<file path="src/rtl/pipe_hazard_ctrl.sv">
// Hazard and sequencing controller for a 5-stage MIPS pipeline: load-use stalls,
// branch/jump flushes, EX operand forwarding and saturating bring-up event counters.
module pipe_hazard_ctrl #(
  parameter int REG_W = 5,
  parameter int CNT_W = 16
) (
  input  logic             clk,
  input  logic             reset,
  input  logic [REG_W-1:0] id_rs,
  input  logic [REG_W-1:0] id_rt,
  input  logic             id_uses_rt,
  input  logic [REG_W-1:0] id_dst,
  input  logic             id_regwrite,
  input  logic             id_memread,
  input  logic             id_jump,
  input  logic             ex_branch_taken,
  output logic             pc_write,
  output logic             ifid_write,
  output logic             ifid_flush,
  output logic             idex_bubble,
  output logic [1:0]       fwd_a,
  output logic [1:0]       fwd_b,
  output logic [CNT_W-1:0] stall_cnt,
  output logic [CNT_W-1:0] flush_cnt
);

  typedef struct packed {
    logic             valid;
    logic [REG_W-1:0] dst;
    logic             regwrite;
    logic             memread;
  } slot_t;

  slot_t            ex_q, ex_d, mem_q, wb_q;
  logic [REG_W-1:0] ex_rs_q, ex_rs_d, ex_rt_q, ex_rt_d;
  logic             ex_uses_rt_q, ex_uses_rt_d;
  logic [CNT_W-1:0] stall_cnt_q, stall_cnt_d, flush_cnt_q, flush_cnt_d;

  logic luh;
  logic stall_evt;
  logic flush_evt;

  // A slot can only supply a value if it is a live register-writing instruction
  // targeting a non-zero register that matches the EX source.
  function automatic logic slot_hit(slot_t s, logic [REG_W-1:0] src);
    return s.valid && s.regwrite && (s.dst != '0) && (s.dst == src);
  endfunction

  function automatic logic [1:0] fwd_sel(slot_t mem_s, slot_t wb_s,
                                         logic [REG_W-1:0] src, logic used);
    if (!used)                       return 2'b00;
    else if (slot_hit(mem_s, src))   return 2'b10;
    else if (slot_hit(wb_s, src))    return 2'b01;
    else                             return 2'b00;
  endfunction

  assign luh = ex_q.valid && ex_q.memread && ex_q.regwrite && (ex_q.dst != '0) &&
               ((ex_q.dst == id_rs) || ((ex_q.dst == id_rt) && id_uses_rt));

  // NOTE: every always_comb output gets a default first so no path leaves it
  // unassigned, which would otherwise infer a latch.
  always_comb begin
    pc_write    = 1'b1;
    ifid_write  = 1'b1;
    ifid_flush  = 1'b0;
    idex_bubble = 1'b0;
    stall_evt   = 1'b0;
    flush_evt   = 1'b0;
    if (reset) begin
      pc_write    = 1'b0;
      ifid_write  = 1'b0;
      ifid_flush  = 1'b1;
      idex_bubble = 1'b1;
    end else if (ex_branch_taken) begin
      ifid_flush  = 1'b1;
      idex_bubble = 1'b1;
      flush_evt   = 1'b1;
    end else if (luh) begin
      // Holding PC and IF/ID re-presents the ID instruction (and any jump) next cycle.
      pc_write    = 1'b0;
      ifid_write  = 1'b0;
      idex_bubble = 1'b1;
      stall_evt   = 1'b1;
    end else if (id_jump) begin
      ifid_flush  = 1'b1;
      flush_evt   = 1'b1;
    end
  end

  always_comb begin
    fwd_a = 2'b00;
    fwd_b = 2'b00;
    if (!reset && ex_q.valid) begin
      fwd_a = fwd_sel(mem_q, wb_q, ex_rs_q, 1'b1);
      fwd_b = fwd_sel(mem_q, wb_q, ex_rt_q, ex_uses_rt_q);
    end
  end

  always_comb begin
    ex_d         = '0;
    ex_rs_d      = '0;
    ex_rt_d      = '0;
    ex_uses_rt_d = 1'b0;
    if (!idex_bubble) begin
      ex_d.valid    = 1'b1;
      ex_d.dst      = id_dst;
      ex_d.regwrite = id_regwrite;
      ex_d.memread  = id_memread;
      ex_rs_d       = id_rs;
      ex_rt_d       = id_rt;
      ex_uses_rt_d  = id_uses_rt;
    end
  end

  always_comb begin
    stall_cnt_d = stall_cnt_q;
    flush_cnt_d = flush_cnt_q;
    if (stall_evt && (stall_cnt_q != '1)) stall_cnt_d = stall_cnt_q + CNT_W'(1);
    if (flush_evt && (flush_cnt_q != '1)) flush_cnt_d = flush_cnt_q + CNT_W'(1);
  end

  // NOTE: state registers use non-blocking assignments so every flop samples
  // the pre-edge value of its neighbours regardless of statement order.
  always_ff @(posedge clk) begin
    if (reset) begin
      ex_q         <= '0;
      mem_q        <= '0;
      wb_q         <= '0;
      ex_rs_q      <= '0;
      ex_rt_q      <= '0;
      ex_uses_rt_q <= 1'b0;
      stall_cnt_q  <= '0;
      flush_cnt_q  <= '0;
    end else begin
      wb_q         <= mem_q;
      mem_q        <= ex_q;
      ex_q         <= ex_d;
      ex_rs_q      <= ex_rs_d;
      ex_rt_q      <= ex_rt_d;
      ex_uses_rt_q <= ex_uses_rt_d;
      stall_cnt_q  <= stall_cnt_d;
      flush_cnt_q  <= flush_cnt_d;
    end
  end

  assign stall_cnt = stall_cnt_q;
  assign flush_cnt = flush_cnt_q;

endmodule

</file>
<file path="config.mk">
export PLATFORM = sky130hd
export DESIGN_NAME = pipe_hazard_ctrl
export DESIGN_NICKNAME = d
export VERILOG_FILES = /design/src/rtl/pipe_hazard_ctrl.sv
export SDC_FILE = /design/constraint.sdc
export NUM_CORES = 1
export LEC_CHECK = 0
export ABC_AREA = 1
export CAP_MARGIN = 20
export CORE_MARGIN = 8
export CORE_UTILIZATION = 30
export DETAILED_ROUTE_END_ITERATION = 12
export PLACE_DENSITY = 0.57
export SLEW_MARGIN = 25
export SYNTH_ARGS = -nofsm -noshare
export SYNTH_HDL_FRONTEND = slang
export SYNTH_SLANG_ARGS = --single-unit
</file>
<file path="constraint.sdc">
create_clock -name clk -period 3.82 [get_ports clk]
set_clock_uncertainty 0.15 [all_clocks]
set_input_delay 0.764 -clock clk [delete_from_list [all_inputs] [get_ports clk]]
set_output_delay 0.764 -clock clk [all_outputs]
set_load 0.005 [all_outputs]
</file>
# ---- Word-level counts from Yosys, hierarchy flattened
# Cells that the tools add are included.
dict set report totals {
  output_inout_bits 40
  input_bits 22
  ff_bits 65
  wordCells 68
}
dict set report classes {
  n_eq_ne 8
  add_sub_neg 2
  n_reduce_logical 22
  mux 21
}
# op count
set ops {}
lappend ops {{$add A16 B1 Y16 const B} 2}
lappend ops {{$ne A16 B16 Y1 const B} 2}
lappend ops {{$eq A5 B5 Y1} 6}
lappend ops {{$logic_and A1 B1 Y1} 16}
lappend ops {{$mux W1} 15}
lappend ops {{$reduce_bool A5 Y1} 3}
lappend ops {{$mux W2} 5}
lappend ops {{$mux W8} 1}
lappend ops {{$reduce_or A2 Y1} 1}
lappend ops {{$logic_not A1 Y1} 1}
lappend ops {{$logic_or A1 B1 Y1} 1}

# ---- Depth between registers and ports, before layout
dict set report depth {
  ltp_word 8
  ltp_mapped 14
  depth_no_buf 13
}

# ---- Least setup slack after synthesis
# No wires, ideal clock.
dict set report synth_path {
  kind {input to output}
  from {input port reset}
  to {output port fwd_b[0]}
  t_required_ns 2.906
  path_buffers 1
  slack_ns 1.111
  stages 8
  t_arrival_ns 1.795
  path_cell_list {clkbuf_1 inv_1 nand2_1 inv_1 nand2_1 nor4_1 nand2_1 nor3_1}
}
dict set report synth_via {
  elab_chain_cells 3
}
# item line_no
set synth_lines {}
lappend synth_lines {{from (decl)} 8} ;# input logic reset,
lappend synth_lines {{$logic_not A1 Y1} 93} ;# if (!reset && ex_q.valid) begin
lappend synth_lines {{$logic_and A1 B1 Y1} 93}
lappend synth_lines {{$mux W2} 93}
lappend synth_lines {{to (decl)} 22} ;# output logic [1:0] fwd_b,
# No other way between the ends.

# ---- Final worst setup path
# Ends and elaborated chain as after synthesis.

==> results_dict.tcl <==
set metrics [dict create \
    synthArstFlopShare_pct 0 \
    grt_pass1_vias 2946 \
    vdd_ir_drop_max_mv 0.129 \
    start_util_pct 30.3 \
    cts_made_buffers 9 \
    die_y_um 120 \
    path_cells "clkdlybuf4s50_1 > inv_1 > nand2_1 > inv_1 > nand2_1 > nor4_1 > nand2_1 > nor3_1 > clkdlybuf4s50_1" \
    grt_overflow 0 \
    wl_per_cell_um 11.3 \
    rsz0062_at_grt "no" \
    fmax_mhz 283 \
    ctsLongestPathBuffers 2 \
    synthesis.area_um2 3240 \
    core_area_um2 10700 \
    area_growth_pct 29.3 \
    clk_pin_slew_worst_paths_ns 0.08 \
    cpLargestDelayFamily "buffers and inverters" \
    place_congestion 0.841 \
    dr_total_vias 3080 \
    synthesis.nets 518 \
    ant_nets 0 \
    cap_violations 0 \
    nets 583 \
    finalPower_mw 1.43 \
    die-area_um2 14400 \
    yosys_warnings 0 \
    nFillCells 1132 \
    grt_usage_pct 11.4 \
    cp.arrival_ns 2.62 \
    slowest_stage "clkdlybuf4s50_1" \
    clockRootBuffer "clkbuf_8" \
    tightest_slew_ns 0.601 \
    hold_start "ex_q[1]$_SDFF_PP0_" \
    r2r-end "stall_cnt[11]$_SDFFE_PP0P_" \
    h-tree-depth 3 \
    dp_hpwl_um 6120 \
    register_area_um2 1300 \
    hold_path_class "reg -> reg" \
    cts_sinks 65 \
    layout-drive-gt1-share_pct 5.85 \
    postCtsSetupRepairBufs 0 \
    cp-start-kind "primary input" \
    worstPathRequired_ns 2.91 \
    worst-setup-path-type "in -> out" \
    reg2reg_from "stall_cnt[0]$_SDFFE_PP0P_" \
    clk_latency_ns 0.34 \
    fin_crit_ns 3.53 \
    setup_viol 0 \
    syn_area_per_cell_um2 6.56 \
    status "completed" \
    cp_num_cells 9 \
    rrSetupSlack_ns 1.48 \
    period_share_pct 92.5 \
    viasPerCell 4.38 \
    finalWirelength_um 7980 \
    first_pass_iters 4 \
    grt_max_degree 32 \
    synth-seq-area-share_pct 40.2 \
    cts_resized 0 \
    antenna_found_initial 0 \
    grt_pass1_wl_um 13500 \
    hold_depth 2 \
    synth-edff-count 0 \
    setup_tns_ns 0 \
    crit_top_cell "nand2_1" \
    num_antenna_cells 0 \
    ys_ff_latch 65 \
    postCtsHoldBufs 0 \
    multi_input_area_um2 1480 \
    syn_inst 494 \
    io_buffers 61 \
    cts_tree "built" \
    p_per_area_nw_per_um2 341 \
    num_rows 38 \
    synth-main-ff-cell "dfxtp_1" \
    cpPeakStageDelay_ns 0.52 \
    synth_cell_types 29 \
    crit_fanout 3 \
    min_to "mem_q[1]$_SDFF_PP0_" \
    drc 0 \
    slew_violations 0 \
    die_x_um 120 \
    p_leak_nw 1.94 \
    reg2regPathDepth 11 \
    critical_path_buf_inv_count 4 \
    num_io_pins 62 \
    slew_headroom_pct 59.9 \
    drt_iter0_markers 143 \
    finalHoldViolations 0 \
    crit_path_end_kind "output pin" \
]
[through the flow]
| stage | utilization (%) | area [um2] | setup WS, ns | hold slack, ns | cells |
|---|---|---|---|---|---|
| 2_1_floorplan | - | 3240 | 1.11 | 0.253 | 494 |
| 3_3_place_gp | 37.3 | 3990 | 0.271 | 0.265 | 688 |
| 3_5_place_dp | 37.3 | 3990 | 0.269 | 0.266 | 688 |
| 4_1_cts | 39.2 | 4190 | 0.269 | 0.277 | 704 |
| 5_1_grt | 39.2 | 4190 | 0.136 | 0.291 | 704 |
| 6_report | 39.2 | 4190 | 0.288 | 0.276 | 704 |
[area by class of cell]
cell class                 count  area share [%]
multi-input combinational    315            35.4
sequential                    65            31.0
timing repair buffer          65            15.3
inverter                     103            9.22
tap                          140            4.18
clock buffer                   9            2.96
clock inverter                 7            1.91
[kinds of logic after synthesis]
kind of cell | Yosys count | share of synthesized area (%)
buffers and inverters | 114 | 14.1
and+or+nand+nor | 269 | 35.7
adders and majority gates | 2 | 0.772
xor gates and xnor gates | 19 | 5.14
DFF | 65 | 40.2
AOI/OAI and AO/OA | 25 | 4.17
[tightest hold or removal path: stages (launching register included)]
cell and delay [ns]:
dfxtp_1 0.31, inv_1 0.04, nor2_1 0.03
[worst max-delay path by stage]
stage          startpoint       end
6_report            reset  fwd_b[0]
3_5_place_dp        reset  fwd_b[0]
2_1_floorplan       reset  fwd_b[0]
5_1_grt             reset  fwd_b[0]
4_1_cts             reset  fwd_b[0]
3_3_place_gp        reset  fwd_b[0]
[placed cells by master, fill, tap and decap left out, types with 3 or more instances in the layout]
| cell | n |
|---|---|
| clkinv_4 | 3 |
| nor3_1 | 10 |
| dfxtp_1 | 65 |
| nand4_1 | 20 |
| nor2_1 | 85 |
| buf_4 | 4 |
| nor4_1 | 3 |
| xnor2_1 | 10 |
| xor2_1 | 9 |
| nand2_1 | 115 |
| inv_2 | 4 |
| a21oi_1 | 9 |
| inv_1 | 99 |
| clkbuf_8 | 9 |
| nand3_1 | 27 |
| o21ai_0 | 11 |
| clkdlybuf4s50_1 | 61 |
[flip-flops by register name (all words and copies together), names as in the netlist]
name and count:
mem_q 7, stall_cnt 16, ex_uses_rt_q 1, ex_q 8
ex_rt_q 5, ex_rs_q 5, flush_cnt 16, wb_q 7
[synthesized netlist by cell type (all sizes together) (2+ instances only)]
library cell / count / area (um2)
a21oi: 10 / 53.8
buf: 8 / 57.6
clkbuf: 3 / 11.3
dfxtp: 65 / 1300
ha: 2 / 25.0
inv: 103 / 387
nand2: 117 / 444
nand3: 27 / 135
nand4: 21 / 138
nor2: 87 / 337
nor3: 11 / 66.3
nor4: 3 / 18.8
o21ai: 13 / 65.1
or2: 2 / 12.5
xnor2: 10 / 87.6
xor2: 9 / 78.8
[report_power, final]
group | total [mW] | switching, mW | internal (mW)
registers | 0.707 | 0.0145 | 0.693
clock network | 0.601 | 0.294 | 0.307
logic | 0.120 | 0.0607 | 0.0592
[per-layer routing]
| layer | wire length [um] | share of wire, % | GRT usage [%] |
|---|---|---|---|
| met3 | 304 | 3.8 | 3.05 |
| met1 | 3620 | 45 | 13.2 |
| met4 | 111 | 1.4 | 4.29 |
| met2 | 3950 | 49 | 19.9 |
| met5 | 0 | 0 | 0 |
No activity file was read; power rests on OpenSTA's default activity.
